$ cat src/rtl/uart_cmd_host.sv
// Host-side initiator for the UART "SR"/"SW" single-access command protocol.
// Define UART_CMD_HOST_TIMEOUT_EN to add an inter-character response timeout.
module uart_cmd_host #(
    parameter int TIMEOUT_CYCLES = 65535,
    parameter int TO_W           = 16
) (
    input  logic        clk,
    input  logic        reset_n,
    input  logic        req_valid,
    output logic        req_ready,
    input  logic        req_write,
    input  logic [31:0] req_addr,
    input  logic [31:0] req_wdata,
    output logic        rsp_valid,
    output logic [31:0] rsp_rdata,
    output logic [1:0]  rsp_err,
    output logic [7:0]  tx_data,
    output logic        tx_push,
    input  logic        tx_full,
    input  logic [7:0]  rx_data,
    output logic        rx_pop,
    input  logic        rx_empty
);

    typedef enum logic [1:0] {IDLE, TX_CMD, RX_RSP, DONE} state_t;

    state_t      state;
    logic        is_wr;
    logic [31:0] addr_q;
    logic [31:0] wdata_q;
    logic [31:0] acc_q;
    logic [7:0]  chk_q;
    logic [4:0]  idx;
    logic        bad_q;
    logic        mism_q;

`ifdef UART_CMD_HOST_TIMEOUT_EN
    localparam logic [TO_W-1:0] TO_LAST = TO_W'(TIMEOUT_CYCLES - 1);
    logic [TO_W-1:0] to_cnt;
`endif

    function automatic logic [7:0] hex_enc(input logic [3:0] n);
        return (n < 4'd10) ? (8'h30 + {4'h0, n}) : (8'h37 + {4'h0, n});
    endfunction

    function automatic logic [7:0] byte_sum(input logic [31:0] a, input logic [31:0] d);
        return a[7:0] + a[15:8] + a[23:16] + a[31:24]
             + d[7:0] + d[15:8] + d[23:16] + d[31:24];
    endfunction

    function automatic logic [1:0] err_code(input logic bad, input logic mism);
        return bad ? 2'b01 : (mism ? 2'b10 : 2'b00);
    endfunction

    logic [2:0]  nsel;
    logic [31:0] tx_word;
    logic [7:0]  tx_char;
    logic        rx_hex;
    logic [3:0]  rx_nib;
    logic [3:0]  chk_nib;
    logic        bad_nx;
    logic        mism_nx;
    logic [31:0] acc_nx;
    logic        tx_last;
    logic        rx_last;

    always_comb begin
        // NOTE: every signal gets a default first so no path leaves one unassigned (no latches).
        tx_char = 8'h00;
        rx_hex  = 1'b0;
        rx_nib  = 4'h0;
        // Character index 2..9 selects an addr nibble, 10..17 a wdata nibble; both map to idx-2 mod 8.
        nsel    = idx[2:0] - 3'd2;
        tx_word = (idx < 5'd10) ? addr_q : wdata_q;
        case (idx)
            5'd0:    tx_char = 8'h53;
            5'd1:    tx_char = is_wr ? 8'h57 : 8'h52;
            default: tx_char = hex_enc(tx_word[{~nsel, 2'b00} +: 4]);
        endcase
        if (rx_data >= 8'h30 && rx_data <= 8'h39) begin
            rx_hex = 1'b1;
            rx_nib = rx_data[3:0];
        end else if ((rx_data >= 8'h41 && rx_data <= 8'h46) ||
                     (rx_data >= 8'h61 && rx_data <= 8'h66)) begin
            rx_hex = 1'b1;
            rx_nib = rx_data[3:0] + 4'd9;
        end
        chk_nib = idx[0] ? chk_q[7:4] : chk_q[3:0];
        bad_nx  = bad_q | ~rx_hex;
        mism_nx = mism_q | (rx_nib != chk_nib);
        acc_nx  = acc_q;
        acc_nx[{~idx[2:0], 2'b00} +: 4] = rx_nib;
    end

    assign tx_last = (idx == (is_wr ? 5'd17 : 5'd9));
    assign rx_last = (idx == (is_wr ? 5'd1 : 5'd7));
    assign tx_push = reset_n && (state == TX_CMD) && !tx_full;
    assign tx_data = tx_push ? tx_char : 8'h00;
    assign rx_pop  = reset_n && (state == IDLE || state == RX_RSP) && !rx_empty;

    // NOTE: sequential state uses non-blocking assignments so every register sees pre-edge values.
    always_ff @(posedge clk) begin
        if (!reset_n) begin
            state     <= IDLE;
            is_wr     <= 1'b0;
            addr_q    <= '0;
            wdata_q   <= '0;
            acc_q     <= '0;
            chk_q     <= '0;
            idx       <= '0;
            bad_q     <= 1'b0;
            mism_q    <= 1'b0;
            req_ready <= 1'b1;
            rsp_valid <= 1'b0;
            rsp_rdata <= '0;
            rsp_err   <= 2'b00;
`ifdef UART_CMD_HOST_TIMEOUT_EN
            to_cnt    <= '0;
`endif
        end else begin
            rsp_valid <= 1'b0;
            case (state)
                IDLE: begin
                    if (req_valid) begin
                        is_wr     <= req_write;
                        addr_q    <= req_addr;
                        wdata_q   <= req_wdata;
                        chk_q     <= req_write ? byte_sum(req_addr, req_wdata) : 8'h00;
                        idx       <= '0;
                        acc_q     <= '0;
                        bad_q     <= 1'b0;
                        mism_q    <= 1'b0;
                        req_ready <= 1'b0;
                        state     <= TX_CMD;
                    end
                end
                TX_CMD: begin
                    if (tx_push) begin
                        if (tx_last) begin
                            idx   <= '0;
                            state <= RX_RSP;
`ifdef UART_CMD_HOST_TIMEOUT_EN
                            to_cnt <= '0;
`endif
                        end else begin
                            idx <= idx + 5'd1;
                        end
                    end
                end
                RX_RSP: begin
                    if (rx_pop) begin
                        acc_q  <= acc_nx;
                        bad_q  <= bad_nx;
                        mism_q <= is_wr & mism_nx;
`ifdef UART_CMD_HOST_TIMEOUT_EN
                        to_cnt <= '0;
`endif
                        if (rx_last) begin
                            state     <= DONE;
                            rsp_valid <= 1'b1;
                            rsp_rdata <= is_wr ? 32'h0 : acc_nx;
                            rsp_err   <= err_code(bad_nx, is_wr & mism_nx);
                        end else begin
                            idx <= idx + 5'd1;
                        end
                    end
`ifdef UART_CMD_HOST_TIMEOUT_EN
                    else if (to_cnt == TO_LAST) begin
                        state     <= DONE;
                        rsp_valid <= 1'b1;
                        rsp_rdata <= is_wr ? 32'h0 : acc_q;
                        rsp_err   <= 2'b11;
                    end else begin
                        to_cnt <= to_cnt + 1'b1;
                    end
`endif
                end
                DONE: begin
                    state     <= IDLE;
                    req_ready <= 1'b1;
                end
                default: state <= IDLE;
            endcase
        end
    end

endmodule

$ cat config.mk
export PLATFORM = sky130hd
export DESIGN_NAME = uart_cmd_host
export DESIGN_NICKNAME = d
export VERILOG_FILES = /design/src/rtl/uart_cmd_host.sv
export SDC_FILE = /design/constraint.sdc
export NUM_CORES = 1
export LEC_CHECK = 0
export ABC_AREA = 1
export CORE_MARGIN = 3
export CORE_UTILIZATION = 55
export CTS_CLUSTER_DIAMETER = 100
export DETAILED_ROUTE_END_ITERATION = 6
export HOLD_SLACK_MARGIN = 0.05
export PLACE_DENSITY = 0.8
export SETUP_SLACK_MARGIN = 0.05
export SYNTH_ARGS = -nofsm -noshare
export SYNTH_HDL_FRONTEND = slang
export SYNTH_SLANG_ARGS = --single-unit
$ cat constraint.sdc
create_clock -name clk -period 8.3 [get_ports clk]
set_input_delay 1.66 -clock clk [delete_from_list [all_inputs] [get_ports clk]]
set_output_delay 1.66 -clock clk [all_outputs]
set_load 0.01 [all_outputs]
==> impl_metrics.py <==
metrics = {
    "timing": {
        "final_hold_viol_count": 0,
        "hold_slack_ns": 0.454,
        "setup_violations": 0,
        "maxSlewViolCount": 0,
        "finalSetupTns_ns": 0,
        "fin_worst_skew_ns": 0.0137,
        "period_needed_ns": 6.25,
        "slew_headroom_pct": 19.4,
        "worst_pin_slew_ns": 1.21,
        "period_share_pct": 75.3,
        "rsz0062_at_grt": "false",
        "max_clock_freq_ghz": 0.160,
    },
    "global_route": {
        "antenna_found_initial": 0,
        "overflow": 0,
        "grt_pass1_wl_um": 35700,
        "grt_use_total_pct": 26.4,
        "grt_max_degree": 98,
        "grt_pass1_vias": 7372,
    },
    "layout": {
        "fill_cells": 1216,
        "regArea_mm2": 0.00300,
        "fin_nets": 1404,
        "syn_to_final_growth_pct": 21.0,
        "final-instance-count-excl-fill": 1462,
        "antenna_cells": 0,
        "final_layout_size_suffix_gt1_share_pct": 5.56,
        "final_area_mm2": 0.0103,
        "multiInputGateArea_mm2": 0.00454,
    },
    "synthesis": {
        "yosysWarningCount": 0,
        "synth.avg_cell_area_um2": 7.23,
        "synth_flop_cell": "dfxtp_1",
        "yosysTopAreaCellShare_pct": 35.3,
        "async_reset_ff_share_pct": 0,
        "synth.yosys.seq_area_share_pct": 35.3,
        "ys_seq_elements": 150,
        "syn_area_mm2": 0.00851,
        "synth_edf_count": 0,
        "syn_nets": 1317,
        "synth_cell_types": 41,
        "synth_area_leaders": "dfxtp_1, nand2_1, fa_1",
        "yosysTopAreaCell": "dfxtp_1",
        "synthCells": 1178,
    },
    "routing": {
        "drt_iter0_drc": 714,
        "antenna_left": 0,
        "drc_errors": 0,
        "detail_route.wl_per_cell_um": 15.0,
        "vias": 7862,
        "vias_per_cell": 5.38,
        "dr.pass1.iters": 6,
        "wl_um": 22000,
    },
    "worst_setup_path": {
        "crit_slowest_cell": "dfxtp_1",
        "crit_arrival_ns": 4.59,
        "cpPeakStageDelay_ns": 0.71,
        "worstReg2RegEnd": "chk_q[5]$_SDFFE_PN0P_",
        "criticalPathCategory": "reg -> out",
        "crit_family": "simple AND/OR/NAND/NOR gates",
        "r2r_start": "state[0]$_SDFFE_PN0P_",
        "cp-start-kind": "flop",
        "path_cells": "inv_2, ha_1, inv_1, nand2_2, nand2_4, a21oi_1, o21ai_0, o211ai_1, nand3_1, nand2_1, inv_1, ha_1, inv_1, nand3_1, nand2_1, nand2_1, nand2_1, a21oi_1, clkdlybuf4s50_1",
        "cpMostUsedCell": "nand2_1",
        "cp-end-kind": "primary output",
        "reg2reg_slack_ns": 5.48,
        "required_ns": 6.64,
        "crit_buf_inv": 5,
        "worst-path-max-fanout": 33,
        "r2r_cells": 9,
        "path_depth": 19,
    },
    "place": {
        "gp_congestion": 0.861,
        "dpl-instance-area_mm2": 0.00969,
        "dp_hpwl_um": 15200,
        "dp_cells": 1430,
        "portBuffers": 122,
    },
    "floorplanning": {
        "die_height_um": 130,
        "fp-row-count": 44,
        "die_w_um": 130,
        "initial_utilization_pct": 57.5,
        "io_pins": 124,
        "core_area_mm2": 0.0148,
        "die_area_mm2": 0.0170,
    },
    "power": {
        "seq_power_share_pct": 30.5,
        "p_leak_uw": 0.00423,
        "comb_power_share_pct": 41.3,
        "switching_share_pct": 39.8,
        "switchingPower_uw": 1130,
        "peakVddDrop_uv": 215,
        "p_per_area_mw_per_mm2": 276,
        "clockPowerShare_pct": 28.1,
        "p_int_uw": 1710,
    },
    "cts": {
        "cts_root_buffer": "clkbuf_16",
        "numCtsBuffers": 17,
        "path_clk_slew_ns": 0.06,
        "cts_buffer_depth": 2,
        "cts_setup_buffers": 0,
        "clkSinkCount": 150,
        "cts_tree": "built",
        "cts_hold_buf": 0,
        "h-tree-depth": 4,
        "clk_latency_ns": 0.43,
        "cts_resized": 0,
    },
    "min_path": {
        "whs_path_depth": 2,
        "hp-class": "reg -> reg",
        "hold_end": "wdata_q[27]$_SDFFE_PN0P_",
        "hold_start": "wdata_q[27]$_SDFFE_PN0P_",
    },
    "run": {
        "max_cap_violations": 0,
    },
    "outcome": {
        "status": "completed",
    },
}
[placed cells by master (no fill, tap or decap), drive strengths merged]
cell,instances
o21a,1
nand2,259
fa,39
ha,22
nand4,4
conb,1
buf,4
xor2,5
a2bb2oi,2
bufinv,2
a211o,1
inv,186
o41ai,1
nand3b,14
o211ai,4
clkdlybuf4s50,121
nand3,74
o21ai,126
clkbuf,19
nor2,71
dfxtp,150
clkinv,3
xnor2,8
or2,5
nor4,1
nor3,6
clkinvlp,2
mux2i,1
a21oi,146
[power by group through the flow]
stage               registers [uW]  clock network [uW]  logic, uW
global placement               878                   0       1130
floorplan                      868                   0        879
global route                   876                 834       1340
finish                         867                 799       1170
CTS                            866                 807       1160
detailed placement             882                   0       1150
[registers in the layout, indices dropped and copies added (netlist names)]
signal / flops
acc_q: 32
is_wr: 1
addr_q: 32
idx: 5
state: 2
bad_q: 1
rsp_err: 2
req_ready: 1
chk_q: 8
rsp_valid: 1
wdata_q: 32
rsp_rdata: 32
mism_q: 1
[cell usage after synthesis, types with 9 or more instances]
cell type,n
ha_1,22
o21ai_0,115
fa_1,39
o21ai_1,10
buf_2,10
nor2_1,66
nand3b_1,14
inv_1,169
nand2_1,253
nand3_1,70
inv_2,9
dfxtp_1,150
clkbuf_1,35
a21oi_1,145
[worst min-delay path: cells and delay by family, from the launching register on]
family | cells | cell delay [ns]
flip-flops | 1 | 0.30
AO/OA/AOI/OAI | 1 | 0.05
buffers and inverters | 1 | 0.06
[per-stage QoR]
stage | utilization, % | setup WS (ns) | power, uW
6_report | 69.6 | 2.05 | 2840
5_1_grt | 69.6 | 1.84 | 3050
4_1_cts | 69.6 | 2.08 | 2840
3_5_place_dp | 65.4 | 2.31 | 2030
3_3_place_gp | 65.4 | 2.36 | 2000
2_1_floorplan | - | 3.05 | 1750
[area by class of cell]
cell class | instances | area share [%]
tap | 184 | 2.23
multi-input combinational | 791 | 44.1
clock inverter | 13 | 1.54
sequential | 150 | 29.2
clock buffer | 19 | 4.40
inverter | 180 | 6.56
timing repair buffer | 125 | 12.0
[worst max-delay path by stage]
stage	slack, ns	endpoint	startpoint
floorplan	3.05	chk_q[7]$_SDFFE_PN0P_	req_addr[3]
global route	1.84	tx_data[2]	idx[1]$_SDFFE_PN0P_
detailed placement	2.31	chk_q[7]$_SDFFE_PN0P_	req_addr[3]
finish	2.05	tx_data[2]	idx[1]$_SDFFE_PN0P_
global placement	2.36	chk_q[7]$_SDFFE_PN0P_	req_addr[3]
CTS	2.08	tx_data[2]	idx[1]$_SDFFE_PN0P_
[cells by family (layout without fill, tap and decap cells)]
group	Yosys count	count (layout)	synth area share, %
compound gates	281	281	16.9
buf+inv	237	337	11.4
flops	150	150	35.3
mux	1	1	0.118
other cells	1	1	0.0441
xor+xnor	13	13	1.34
fa+ha+maj	61	61	12.4
simple gates	434	434	22.5
[per-layer routing]
metal	wire, um	GRT usage [%]
met4	285	8.17
met5	0	0
met1	9850	36.6
met2	10000	41.8
met3	1780	5.65
No activity file was read; power rests on OpenSTA's default activity.
